**config.mk**
```make
export PLATFORM = sky130hd
export DESIGN_NAME = hand_sequencer_flat
export DESIGN_NICKNAME = d
export VERILOG_FILES = /design/src/rtl/hand_sequencer_if.sv /design/src/rtl/hand_sequencer.sv /design/src/flat_wrapper.sv
export SDC_FILE = /design/constraint.sdc
export NUM_CORES = 1
export LEC_CHECK = 0
export CAP_MARGIN = 20
export CORE_MARGIN = 3
export CORE_UTILIZATION = 58
export CTS_CLUSTER_SIZE = 24
export DETAILED_ROUTE_END_ITERATION = 10
export GPL_TIMING_DRIVEN = 0
export PLACE_DENSITY = 0.86
export SYNTH_ARGS = -nofsm -noshare
export SYNTH_HDL_FRONTEND = slang
export SYNTH_SLANG_ARGS = --single-unit
```
**constraint.sdc**
```tcl
create_clock -name clk -period 7.5 [get_ports clk]
set_input_delay 1.875 -clock clk [delete_from_list [all_inputs] [get_ports clk]]
set_output_delay 1.875 -clock clk [all_outputs]
set_load 0.1 [all_outputs]
```
**src/rtl/hand_sequencer_if.sv**
```systemverilog
// Card/state types and the pulse, card-handshake and display bundle between
// hand_sequencer (master) and its environment (slave).
package hand_sequencer_pkg;
  typedef logic [5:0] card_t;
  typedef enum logic [2:0] {
    PREFLOP  = 3'd0,
    FLOP     = 3'd1,
    TURN     = 3'd2,
    RIVER    = 3'd3,
    SHOWDOWN = 3'd4
  } hand_state_t;
endpackage

interface hand_sequencer_if;
  logic start_pulse;
  logic act_pulse;
  logic fold_pulse;
  logic next_pulse;
  logic card_req;
  logic card_valid;
  hand_sequencer_pkg::card_t card_in;
  logic winner_valid;
  logic winner_in;
  // [player][slot]
  hand_sequencer_pkg::card_t [1:0][1:0] player_cards;
  hand_sequencer_pkg::card_t [2:0] flop_card;
  hand_sequencer_pkg::card_t turn_card;
  hand_sequencer_pkg::card_t river_card;
  hand_sequencer_pkg::hand_state_t curr_state;
  logic current_player;
  logic current_dealer;
  logic winner;
  logic start_state;
  logic game_state;
  logic wait_state;

  modport master (
    input  start_pulse, act_pulse, fold_pulse, next_pulse,
    input  card_valid, card_in, winner_valid, winner_in,
    output card_req, player_cards, flop_card, turn_card, river_card,
    output curr_state, current_player, current_dealer, winner,
    output start_state, game_state, wait_state
  );

  modport slave (
    output start_pulse, act_pulse, fold_pulse, next_pulse,
    output card_valid, card_in, winner_valid, winner_in,
    input  card_req, player_cards, flop_card, turn_card, river_card,
    input  curr_state, current_player, current_dealer, winner,
    input  start_state, game_state, wait_state
  );
endinterface

```
**src/rtl/hand_sequencer.sv**
```systemverilog
// Heads-up hold'em hand sequencer: start screen -> deal -> betting streets -> showdown -> wait.
// All outputs registered; one card accepted per cycle while card_req is high, none beyond the last needed.
module hand_sequencer
  import hand_sequencer_pkg::*;
#(
  parameter int ACTS_PER_ROUND  = 2,
  parameter int WAIT_MIN_CYCLES = 25_000_000
) (
  input  logic             clk,
  input  logic             reset,
  hand_sequencer_if.master bus
);
  localparam int ACT_W  = $clog2(ACTS_PER_ROUND + 1);
  localparam int WAIT_W = $clog2(WAIT_MIN_CYCLES + 1);
  localparam logic [ACT_W-1:0]  ACT_LAST = ACT_W'(ACTS_PER_ROUND - 1);
  localparam logic [WAIT_W-1:0] WAIT_SAT = WAIT_W'(WAIT_MIN_CYCLES);

  typedef enum logic [2:0] {
    S_START, S_DEAL_HOLE, S_BET, S_DEAL_BOARD, S_SHOW, S_WAIT
  } fsm_t;

  fsm_t                 state_q;
  logic                 card_req_q;
  logic [1:0]           card_idx_q;
  card_t [1:0][1:0]     hole_q;
  card_t [2:0]          flop_q;
  card_t                turn_q;
  card_t                river_q;
  hand_state_t          street_q;
  logic                 player_q;
  logic                 dealer_q;
  logic                 winner_q;
  logic                 start_q;
  logic                 game_q;
  logic                 wait_q;
  logic [ACT_W-1:0]     act_cnt_q;
  logic [WAIT_W-1:0]    wait_cnt_q;

  logic take;
  logic board_last;
  logic new_hand;

  assign take       = card_req_q & bus.card_valid;
  // Flop needs three cards, turn and river one each.
  assign board_last = (street_q != PREFLOP) || (card_idx_q == 2'd2);
  assign new_hand   = ((state_q == S_START) && bus.start_pulse) ||
                      ((state_q == S_WAIT) && bus.next_pulse && (wait_cnt_q == WAIT_SAT));

  always_ff @(posedge clk or posedge reset) begin
    if (reset) begin
      state_q    <= S_START;
      card_req_q <= 1'b0;
      card_idx_q <= '0;
      hole_q     <= '0;
      flop_q     <= '0;
      turn_q     <= '0;
      river_q    <= '0;
      street_q   <= PREFLOP;
      player_q   <= 1'b0;
      dealer_q   <= 1'b0;
      winner_q   <= 1'b0;
      start_q    <= 1'b1;
      game_q     <= 1'b0;
      wait_q     <= 1'b0;
      act_cnt_q  <= '0;
      wait_cnt_q <= '0;
    end else if (new_hand) begin
      state_q    <= S_DEAL_HOLE;
      card_req_q <= 1'b1;
      card_idx_q <= '0;
      hole_q     <= '0;
      flop_q     <= '0;
      turn_q     <= '0;
      river_q    <= '0;
      street_q   <= PREFLOP;
      start_q    <= 1'b0;
      game_q     <= 1'b1;
      wait_q     <= 1'b0;
      act_cnt_q  <= '0;
      wait_cnt_q <= '0;
      if (state_q == S_WAIT) dealer_q <= ~dealer_q;
    end else begin
      case (state_q)
        S_DEAL_HOLE: begin
          // Non-dealer receives first: card k goes to player (dealer ^ ~k[0]), slot k[1].
          if (take) begin
            hole_q[dealer_q ^ ~card_idx_q[0]][card_idx_q[1]] <= bus.card_in;
            card_idx_q <= card_idx_q + 2'd1;
            if (card_idx_q == 2'd3) begin
              state_q    <= S_BET;
              card_req_q <= 1'b0;
              player_q   <= dealer_q;
            end
          end
        end
        S_BET: begin
          if (bus.fold_pulse) begin
            winner_q  <= ~player_q;
            state_q   <= S_WAIT;
            game_q    <= 1'b0;
            wait_q    <= 1'b1;
            act_cnt_q <= '0;
          end else if (bus.act_pulse) begin
            player_q <= ~player_q;
            if (act_cnt_q == ACT_LAST) begin
              act_cnt_q <= '0;
              if (street_q == RIVER) begin
                state_q  <= S_SHOW;
                street_q <= SHOWDOWN;
              end else begin
                state_q    <= S_DEAL_BOARD;
                card_req_q <= 1'b1;
                card_idx_q <= '0;
              end
            end else begin
              act_cnt_q <= act_cnt_q + ACT_W'(1);
            end
          end
        end
        S_DEAL_BOARD: begin
          if (take) begin
            card_idx_q <= card_idx_q + 2'd1;
            case (street_q)
              PREFLOP: flop_q[card_idx_q] <= bus.card_in;
              FLOP:    turn_q  <= bus.card_in;
              TURN:    river_q <= bus.card_in;
              default: ;
            endcase
            if (board_last) begin
              state_q    <= S_BET;
              card_req_q <= 1'b0;
              card_idx_q <= '0;
              player_q   <= ~dealer_q;
              case (street_q)
                PREFLOP: street_q <= FLOP;
                FLOP:    street_q <= TURN;
                default: street_q <= RIVER;
              endcase
            end
          end
        end
        S_SHOW: begin
          if (bus.winner_valid) begin
            winner_q <= bus.winner_in;
            state_q  <= S_WAIT;
            game_q   <= 1'b0;
            wait_q   <= 1'b1;
          end
        end
        S_WAIT: begin
          if (wait_cnt_q != WAIT_SAT) wait_cnt_q <= wait_cnt_q + WAIT_W'(1);
        end
        default: ;
      endcase
    end
  end

  assign bus.card_req       = card_req_q;
  assign bus.player_cards   = hole_q;
  assign bus.flop_card      = flop_q;
  assign bus.turn_card      = turn_q;
  assign bus.river_card     = river_q;
  assign bus.curr_state     = street_q;
  assign bus.current_player = player_q;
  assign bus.current_dealer = dealer_q;
  assign bus.winner         = winner_q;
  assign bus.start_state    = start_q;
  assign bus.game_state     = game_q;
  assign bus.wait_state     = wait_q;

endmodule

```
**src/flat_wrapper.sv**
```systemverilog
// flat-port wrapper written by rule: the top's interface ports become plain ports
module hand_sequencer_flat import hand_sequencer_pkg::*;
#(
  parameter int ACTS_PER_ROUND  = 2,
  parameter int WAIT_MIN_CYCLES = 25_000_000
)
  (clk, reset, bus_start_pulse, bus_act_pulse, bus_fold_pulse, bus_next_pulse, bus_card_valid, bus_card_in, bus_winner_valid, bus_winner_in, bus_card_req, bus_player_cards, bus_flop_card, bus_turn_card, bus_river_card, bus_curr_state, bus_current_player, bus_current_dealer, bus_winner, bus_start_state, bus_game_state, bus_wait_state);
  hand_sequencer_if bus_i ();
  input  logic clk;
  input  logic reset;
  input wire logic [$bits(bus_i.start_pulse)-1:0] bus_start_pulse;
  input wire logic [$bits(bus_i.act_pulse)-1:0] bus_act_pulse;
  input wire logic [$bits(bus_i.fold_pulse)-1:0] bus_fold_pulse;
  input wire logic [$bits(bus_i.next_pulse)-1:0] bus_next_pulse;
  input wire logic [$bits(bus_i.card_valid)-1:0] bus_card_valid;
  input wire logic [$bits(bus_i.card_in)-1:0] bus_card_in;
  input wire logic [$bits(bus_i.winner_valid)-1:0] bus_winner_valid;
  input wire logic [$bits(bus_i.winner_in)-1:0] bus_winner_in;
  output wire logic [$bits(bus_i.card_req)-1:0] bus_card_req;
  output wire logic [$bits(bus_i.player_cards)-1:0] bus_player_cards;
  output wire logic [$bits(bus_i.flop_card)-1:0] bus_flop_card;
  output wire logic [$bits(bus_i.turn_card)-1:0] bus_turn_card;
  output wire logic [$bits(bus_i.river_card)-1:0] bus_river_card;
  output wire logic [$bits(bus_i.curr_state)-1:0] bus_curr_state;
  output wire logic [$bits(bus_i.current_player)-1:0] bus_current_player;
  output wire logic [$bits(bus_i.current_dealer)-1:0] bus_current_dealer;
  output wire logic [$bits(bus_i.winner)-1:0] bus_winner;
  output wire logic [$bits(bus_i.start_state)-1:0] bus_start_state;
  output wire logic [$bits(bus_i.game_state)-1:0] bus_game_state;
  output wire logic [$bits(bus_i.wait_state)-1:0] bus_wait_state;
  assign bus_i.start_pulse = bus_start_pulse;
  assign bus_i.act_pulse = bus_act_pulse;
  assign bus_i.fold_pulse = bus_fold_pulse;
  assign bus_i.next_pulse = bus_next_pulse;
  assign bus_i.card_valid = bus_card_valid;
  assign bus_i.card_in = bus_card_in;
  assign bus_i.winner_valid = bus_winner_valid;
  assign bus_i.winner_in = bus_winner_in;
  assign bus_card_req = bus_i.card_req;
  assign bus_player_cards = bus_i.player_cards;
  assign bus_flop_card = bus_i.flop_card;
  assign bus_turn_card = bus_i.turn_card;
  assign bus_river_card = bus_i.river_card;
  assign bus_curr_state = bus_i.curr_state;
  assign bus_current_player = bus_i.current_player;
  assign bus_current_dealer = bus_i.current_dealer;
  assign bus_winner = bus_i.winner;
  assign bus_start_state = bus_i.start_state;
  assign bus_game_state = bus_i.game_state;
  assign bus_wait_state = bus_i.wait_state;
  hand_sequencer #(.ACTS_PER_ROUND(ACTS_PER_ROUND), .WAIT_MIN_CYCLES(WAIT_MIN_CYCLES)) u_core (.clk(clk), .reset(reset), .bus(bus_i));
endmodule
```
==> summary.txt, run 1 <==
CTS
  • Worst-path clk slew: 100 ps
  • CTS Buf Count: 9
  • CTS Sinks: 96
  • CTS tree: done
  • Clock Tree Buf Depth: 2
  • Hold-fix buffers at CTS: 0
  • # H-tree levels: 3
  • Root Driver: clkbuf_8
  • Post-CTS sizing: 0
  • # Post-CTS Setup Buffers: 0
  • Worst-Skew Late Latency: approximately 370 ps

Place
  • HPWL Detailed: 9.29 mm
  • Gpl congestion: 0.935
  • Dpl ws: 3170 ps
  • # port buffers: 72

Synthesis
  • Number of synthesized flops with an enable pin: 0
  • Top FF cell, synth: dfrtp_1
  • Register area share after synthesis: 48.9%
  • Syn_nets: around 520
  • Post-Syn Instances: 501
  • Post-synthesis area per instance: 9.81 um2
  • Yosys synthesis warning count: 0
  • Mapped Area: 4920 um2
  • Yosys reg bits: 96
  • Post-synthesis cell type count: 60
  • Async SR Flop Fraction: 100%

Cells and area
  • Post-layout nets: 606
  • Diodes inserted: 0
  • Final Core Density: 75.5%
  • Share of cells above drive strength 1: 8.81%
  • Area grow syn2layout: 22.3%

Drt
  • Pre-antenna DRT Iters: 5
  • Wl on met1: 5.49 mm
  • DRC Markers: 0
  • WL/cell: 19.0 um
  • Met2 Routed Length: between 6 and 7 mm
  • Highest metal used: met4
  • Post-DRT Antenna Nets: 0
  • Iter 0 DRT Violations: 387
  • DR vias/cell: between 6 and 7
  • Vias: 4294
  • Routed met3 length: between 1 and 1.5 mm
  • Total Routed Length: between 10 and 15 mm

STA
  • WHS: 504 ps
  • Period utilization: a little over half
  • Setup Skew: 10.6 ps
  • Fin. Hold Viols: 0
  • Slew Viols, Final: 0
  • RSZ-0062 raised after global routing: false
  • Worst Setup Slack, final: 3510 ps
  • Peak Freq: 0.251 GHz
  • Worst-Margin Slew: approximately 1000 ps
  • Setup TNS: 0 ps
  • Relative slew slack: between 30% and 40%
  • Crit path time final: 3990 ps
  • Final Setup Violations: 0

Floorplan
  • Std cell rows: 32
  • Die H: between 90 and 100 um
  • Core Area: around 8000 um2
  • # IOs: 79
  • Die ar.: 9620 um2
  • Starting Density: 61.7%
  • Die width: 98.1 um

Worst setup path
  • Worst-path maximum fanout: 10
  • Nature of the critical path endpoint: register
  • Critical path required time: 7750 ps
  • Flop-to-flop setup slack: 4780 ps
  • CP arrival: roughly 4200 ps
  • Worst setup SP type: input pin
  • R2R depth: 9
  • RR Endpoint: u_core.wait_cnt_q[1]$_DFFE_PP0P_
  • Crit path kind: input pin to register
  • Worst R2R Start: u_core.wait_cnt_q[0]$_DFFE_PP0P_

GRT
  • Pin count of the biggest net entering global routing: 63
  • First-pass GRT wire length: 21.6 mm
  • Number of global-route vias before repair: 4329
  • Total GRT Usage: 27.7%
  • Initial antenna violation count: 0
  • GR Overflow Total: 0

Power and ir drop
  • Pwr Density: 347 nW/um2
  • Peak supply drop: approximately 0.27 mV
  • Leakage: 2.46 nW

Outcome
  • Outcome: completed

Hold path
  • Hold Path Sink: u_core.bus.start_state$_DFFE_PP1N_
  • Origin of the worst min-delay path: u_core.bus.start_state$_DFFE_PP1N_
  • Hold Path Class: register to register
  • Hold Path Depth: 1

Flow run
  • Max Cap Viol: 0
==> cell type report <==
type                       instances  area [um2]
sequential                        96        2400
multi-input combinational        355        2300
fill                             550        1950
timing repair buffer              73         748
buffer                            35         158
clock buffer                      10         128
tap                              102         128
clock inverter                     6        90.1
inverter                          15        58.8
==> worst max-delay path: stages <==
cell             delay (ps)
clkdlybuf4s50_1         600
nand4b_2                260
nor4_1                  650
clkbuf_1                410
nand2_1                 230
nand2_1                 130
a21oi_1                  70
==> worst max path at each step <==
stage                    from                                  end  slack [ps]  cells past startpoint
3_5_place_dp   bus_card_valid  u_core.bus.flop_card[9]$_DFFE_PP0P_        3170                      7
2_1_floorplan           reset      u_core.act_cnt_q[0]$_DFFE_PP0P_        3120                      1
6_report       bus_card_valid  u_core.bus.flop_card[9]$_DFFE_PP0P_        3510                      7
3_3_place_gp            reset      u_core.act_cnt_q[0]$_DFFE_PP0P_        1710                      2
4_1_cts        bus_card_valid  u_core.bus.flop_card[9]$_DFFE_PP0P_        3550                      7
5_1_grt        bus_card_valid  u_core.bus.flop_card[7]$_DFFE_PP0P_        3290                      7
==> cell usage after synthesis (3+ instances only) <==
| master | n | area (um2) |
|---|---|---|
| a21oi_1 | 39 | 195 |
| a31oi_1 | 4 | 25.0 |
| and3_1 | 3 | 18.8 |
| and4_1 | 4 | 35.0 |
| buf_1 | 3 | 11.3 |
| buf_2 | 12 | 60.1 |
| clkbuf_1 | 18 | 67.6 |
| dfrtp_1 | 95 | 2380 |
| ha_1 | 6 | 75.1 |
| inv_1 | 15 | 56.3 |
| mux2i_1 | 47 | 470 |
| nand2_1 | 35 | 131 |
| nand3_1 | 40 | 200 |
| nand3b_1 | 8 | 60.1 |
| nand4_1 | 6 | 37.5 |
| nor2_1 | 49 | 184 |
| nor2b_1 | 4 | 25.0 |
| nor3_1 | 5 | 25.0 |
| nor4_1 | 9 | 56.3 |
| nor4_2 | 4 | 50.1 |
| o21ai_0 | 18 | 90.1 |
| o22ai_1 | 3 | 18.8 |
| o31ai_1 | 10 | 75.1 |
| or3_1 | 7 | 43.8 |
| or4_1 | 11 | 82.6 |
| xnor2_1 | 3 | 26.3 |
==> routing by layer <==
| metal | vias to the layer above | track usage [%] |
|---|---|---|
| met5 | - | 0 |
| met4 | 0 | 7.35 |
| met3 | 21 | 7.14 |
| met2 | 196 | 45.1 |
| met1 | 2108 | 37.1 |
| li1 | 1969 | - |
==> cells by family after synthesis <==
| group | after synthesis | synth area share (%) |
|---|---|---|
| buffers and inverters | 50 | 4.35 |
| AND/OR/NAND/NOR | 208 | 23.7 |
| flip-flops | 96 | 48.9 |
| multiplexers | 49 | 10.0 |
| XOR/XNOR | 4 | 0.713 |
| AO/OA/AOI/OAI | 88 | 10.8 |
| adder cells (fa/ha/maj) | 6 | 1.53 |
==> power by group <==
part           switching (mW)  total (mW)  internal (mW)
sequential             0.0973       0.714          0.617
combinational           0.732       0.991          0.259
clock                   0.190       0.380          0.190
total                    1.02        2.09           1.07
==> cell usage in the layout, fill, tap and decap left out, drive strengths merged, types with 6 or more instances in the layout <==
cell	Yosys	final
or3	8	8
dfrtp	95	95
nand4	6	6
ha	6	6
nand3b	8	8
o31ai	10	10
nor2	49	49
buf	17	18
o21ai	18	18
or4	11	11
mux2i	47	47
inv	15	17
nor4	13	13
nand2	37	37
nor3	6	6
clkbuf	18	28
nand3	40	40
clkdlybuf4s50	0	72
a21oi	39	39
==> sequential cells by signal (all words and copies together), names as in the netlist, 2 cells and up <==
name                     count
u_core.wait_cnt_q           25
u_core.bus.player_cards     24
u_core.bus.flop_card        18
u_core.bus.river_card        6
u_core.bus.turn_card         6
u_core.bus.curr_state        3
u_core.state_q               3
u_core.act_cnt_q             2
u_core.card_idx_q            2
==> metrics by stage <==
stage	instances	cell area [um2]	power, mW
finish	692	6010	2.09
global route	692	6010	2.18
CTS	692	6010	2.08
detailed placement	676	5800	1.70
global placement	675	5770	1.68
floorplan	501	4920	1.46
(Power assumes the default switching activity.)
==> inputs of run 2 (changes only) <==
- CORE_UTILIZATION: 58 -> 54
- PLACE_DENSITY: 0.86 -> 0.8
- clock period: 7.5 -> 4.15 ns (I/O delays scaled with it)
==> summary.txt, run 2 (synthesized netlist as in run 1, its figures left out) <==
CTS
  • # H-tree levels: 3
  • Worst-Skew Late Latency: between 300 and 400 ps
  • CTS Buf Count: 9
  • # Post-CTS Setup Buffers: 0
  • CTS tree: done
  • Clock Tree Buf Depth: 2
  • Hold-fix buffers at CTS: 0
  • Root Driver: clkbuf_8
  • CTS Sinks: 96
  • Post-CTS sizing: 0
  • Worst-path clk slew: 100 ps

Cells and area
  • Share of cells above drive strength 1: 8.98%
  • Most frequent cells in the layout: 95 x dfrtp_1, 72 x clkdlybuf4s50_1, 49 x nor2_1
  • Post-layout nets: between 600 and 700
  • Area grow syn2layout: 22.5%
  • Commonest non-fill, non-tap cell in the layout: dfrtp_1
  • Final Core Density: 68.7%
  • Biggest register: u_core.wait_cnt_q
  • # fillers: 689
  • Largest register FFs: 25
  • Diodes inserted: 0

Flow run
  • Max Cap Viol: 0

GRT
  • GR Overflow Total: 0
  • Number of global-route vias before repair: 4164
  • Pin count of the biggest net entering global routing: 61
  • Initial antenna violation count: 0
  • First-pass GRT wire length: 20.9 mm
  • Total GRT Usage: 25.8%

Place
  • Gpl congestion: just under 0.9
  • # port buffers: 72
  • Dpl ws: 736 ps
  • HPWL Detailed: 8.92 mm

Outcome
  • Outcome: completed

Worst setup path
  • Family with the most delay on the worst path: buffers and inverters
  • Critical-path top delay cell: clkdlybuf4s50_1
  • Nature of the critical path endpoint: output pin
  • Crit path kind: register to output pin
  • Critical path required time: 3110 ps
  • CP bufs+invs: 1
  • Worst-path maximum fanout: 2
  • Worst path max stage delay: 1120 ps
  • Sequence of cells on the critical path: clkdlybuf4s50_1
  • CP arrival: about 2000 ps
  • Worst setup SP type: register

STA
  • WHS: 504 ps
  • Slew Viols, Final: 0
  • RSZ-0062 raised after global routing: false
  • Setup Skew: 14.8 ps
  • Fin. Hold Viols: 0
  • Worst-Margin Slew: approximately 1000 ps
  • Peak Freq: 0.326 GHz
  • Period utilization: 73.9%
  • Final Setup Violations: 0
  • Relative slew slack: 30.4%
  • Worst Setup Slack, final: 1080 ps
  • Crit path time final: 3070 ps

Floorplan
  • Core Area: 8760 um2
  • Die ar.: 10300 um2
  • # IOs: 79
  • Starting Density: 56.1%
  • Die width: 101 um
  • Std cell rows: 34
  • Die H: 101 um

Power and ir drop
  • Pwr Density: 621 nW/um2
  • Peak supply drop: 0.465 mV
  • Leakage: approximately 2.5 nW

Hold path
  • Hold Path Class: register to register

Drt
  • Pre-antenna DRT Iters: 5
  • DR vias/cell: 6.02
  • Vias: ~4200
  • DRC Markers: 0
  • Total Routed Length: 12.6 mm
  • WL/cell: 18.0 um
  • Iter 0 DRT Violations: 284
  • Post-DRT Antenna Nets: 0
[run 2: power by group]
part	internal (mW)	total, mW	switching, mW
sequential	1.11	1.29	0.174
clock	0.296	0.664	0.368
combinational	0.469	1.79	1.32
total	1.88	3.74	1.86
[run 2: final cells by class]
cell class	instances	area [um2]	area share (%)
multi-input combinational	355	2300	38.2
clock inverter	7	95.1	1.58
buffer	35	158	2.62
tap	108	135	2.24
clock buffer	9	124	2.06
inverter	15	58.8	0.977
sequential	96	2400	39.9
timing repair buffer	73	748	12.4
[run 2: per-stage QoR]
stage	total power, mW	instance area [um2]	instances	TNS, ps
final	3.74	6020	698	0
after global routing	3.92	6020	698	0
after CTS	3.74	6020	698	0
after detailed placement	3.08	5800	682	0
after global placement	3.03	5770	681	-75820
after floorplan	2.63	4920	501	0
[run 2: metal layers]
layer	track usage [%]	share of wire, %	vias to the layer above
li1	-	-	1972
met1	33.4	43	2051
met5	0	0	-
met3	7.64	7.3	18
met4	7.36	1.3	0
met2	42.2	48	161
[run 2: worst paths after layout]
kind,startpoint,endpoint,slack [ps],depth (start not counted)
setup reg to reg,u_core.wait_cnt_q[0]$_DFFE_PP0P_,u_core.act_cnt_q[0]$_DFFE_PP0P_,1450,9
setup / recovery,u_core.bus.start_state$_DFFE_PP1N_,bus_start_state,1080,1
hold reg to reg,u_core.bus.wait_state$_DFFE_PP0P_,u_core.bus.wait_state$_DFFE_PP0P_,500,2
max in group asynchronous,reset,u_core.act_cnt_q[0]$_DFFE_PP0P_,2460,3
min in group asynchronous,reset,u_core.wait_cnt_q[11]$_DFFE_PP0P_,1030,2
hold / removal,u_core.bus.wait_state$_DFFE_PP0P_,u_core.bus.wait_state$_DFFE_PP0P_,500,2
==> inputs of run 3 (changes only) <==
- CORE_UTILIZATION: 54 -> 49
- PLACE_DENSITY: 0.8 -> 0.77
- clock period: 4.15 -> 2.6 ns (I/O delays scaled with it)
==> summary.txt, run 3 (synthesized netlist as in run 1, its figures left out) <==
Outcome
  • Outcome: completed

Place
  • Gpl congestion: around 0.9
  • # port buffers: 72
  • HPWL Detailed: 9.18 mm
  • Placed Instances: 704
  • Area post-placement: roughly 6000 um2

STA
  • Relative slew slack: 32.7%
  • Period utilization: 98.4%
  • Worst-Margin Slew: approximately 1000 ps
  • Peak Freq: 0.391 GHz
  • Setup Skew: approximately 15 ps
  • Slew Viols, Final: 0
  • Crit path time final: 2560 ps
  • WHS: ~510 ps
  • RSZ-0062 raised after global routing: true
  • Final Setup Violations: 0
  • Fin. Hold Viols: 0

Floorplan
  • Core Area: 9500 um2
  • Starting Density: between 50% and 60%
  • Std cell rows: 35
  • Die ar.: 11300 um2
  • Die width: 106 um
  • # IOs: 79
  • Die H: 106 um

Cells and area
  • Commonest non-fill, non-tap cell in the layout: dfrtp_1
  • Biggest register: u_core.wait_cnt_q
  • Post-layout nets: 609
  • Share of cells above drive strength 1: 11.0%
  • Most frequent cells in the layout: 95 x dfrtp_1, 52 x clkdlybuf4s50_1, 49 x nor2_1
  • Area grow syn2layout: 25.6%
  • Diodes inserted: 0
  • Non-filler cells, final: 722
  • Design area: 6170 um2
  • Largest register FFs: 25

Hold path
  • Hold Path Class: register to register
  • Hold Path Depth: 1
  • Hold Path Sink: u_core.bus.start_state$_DFFE_PP1N_
  • Origin of the worst min-delay path: u_core.bus.start_state$_DFFE_PP1N_

Drt
  • WL/cell: around 18 um
  • Wl on met1: 5.54 mm
  • Post-DRT Antenna Nets: 0
  • Pre-antenna DRT Iters: 5
  • Total Routed Length: 12.9 mm
  • Iter 0 DRT Violations: 269
  • DR vias/cell: a little under 6
  • Vias: 4206
  • Met2 Routed Length: ~6.4 mm
  • Highest metal used: met4
  • DRC Markers: 0
  • Routed met3 length: approximately 840 um

Worst setup path
  • Worst path max stage delay: 1140 ps
  • CP arrival: 1910 ps
  • Flop-to-flop setup slack: 150 ps
  • Worst setup SP type: register
  • CP bufs+invs: 1
  • RR Endpoint: u_core.wait_cnt_q[11]$_DFFE_PP0P_
  • Critical path required time: 1950 ps
  • Nature of the critical path endpoint: output pin
  • Critical-path top delay cell: clkdlybuf4s50_1
  • R2R depth: 9
  • Family with the most delay on the worst path: buffers and inverters
  • Worst-path maximum fanout: 2
  • Sequence of cells on the critical path: clkdlybuf4s50_1
  • Worst R2R Start: u_core.wait_cnt_q[0]$_DFFE_PP0P_
  • Crit path kind: register to output pin

CTS
  • Worst-path clk slew: 110 ps
  • Root Driver: clkbuf_8
  • Worst-Skew Late Latency: between 300 and 400 ps
  • CTS Buf Count: 9
  • Clock Tree Buf Depth: 2
  • CTS Sinks: 96
  • CTS tree: done
  • # H-tree levels: 3

Flow run
  • Max Cap Viol: 0

GRT
  • Initial antenna violation count: 0
  • Total GRT Usage: 24.2%
  • Pin count of the biggest net entering global routing: 44
  • GR Overflow Total: 0
  • First-pass GRT wire length: 22.3 mm
  • Number of global-route vias before repair: 4338

Power and ir drop
  • Leakage: between 2 and 3 nW
  • Pwr Density: 969 nW/um2
  • Final Power: 5.98 mW
  • Peak supply drop: about 0.67 mV
[run 3: cell type report]
type | count | area (um2)
fill | 771 | 3330
sequential | 96 | 2400
multi-input combinational | 355 | 2330
timing repair buffer | 77 | 826
buffer | 34 | 186
tap | 129 | 161
clock buffer | 9 | 124
clock inverter | 7 | 78.8
inverter | 15 | 60.1
[run 3: repair_timing]
action	in CTS	in global routing
setup endpoints to repair	25	104
hold buffers	0	0
setup buffers	0	3
pin swaps	0	2
resized for setup	7	41
[run 3: power breakdown]
group | switching, mW | leakage, nW | internal [mW]
Sequential | 0.259 | 1.30 | 1.78
Clock | 0.629 | 0.104 | 0.387
Combinational | 2.15 | 1.43 | 0.782
Total | 3.04 | 2.83 | 2.95
[run 3: through the flow]
step / utilization [%] / setup TNS (ps) / setup slack [ps]
global route: 65.0 / -151 / -58.1
floorplan: - / 0 / 9.67
CTS: 63.8 / 0 / 3.24
finish: 65.0 / 0 / 42.6
detailed placement: 61.5 / -14680 / -509
global placement: 61.1 / -30970 / -456
[run 3: worst max-delay path by stage]
stage / end / cells after the start / start / slack [ps]
after detailed placement: u_core.bus.flop_card[4]$_DFFE_PP0P_ / 7 / bus_card_valid / -510
after floorplan: u_core.state_q[0]$_DFFE_PP0P_ / 6 / u_core.bus.curr_state[0]$_DFFE_PP0P_ / 10
final: bus_player_cards[8] / 1 / u_core.bus.player_cards[8]$_DFFE_PP0P_ / 40
after global routing: u_core.bus.river_card[1]$_DFFE_PP0P_ / 6 / bus_card_valid / -60
after CTS: u_core.wait_cnt_q[11]$_DFFE_PP0P_ / 9 / u_core.wait_cnt_q[0]$_DFFE_PP0P_ / 3
after global placement: u_core.bus.flop_card[3]$_DFFE_PP0P_ / 7 / bus_card_valid / -460
[run 3: layer usage]
layer | vias up | global-route usage [%]
li1 | 1987 | -
met1 | 2052 | 31.8
met2 | 151 | 40.4
met3 | 16 | 6.31
met4 | 0 | 5.55
met5 | - | 0
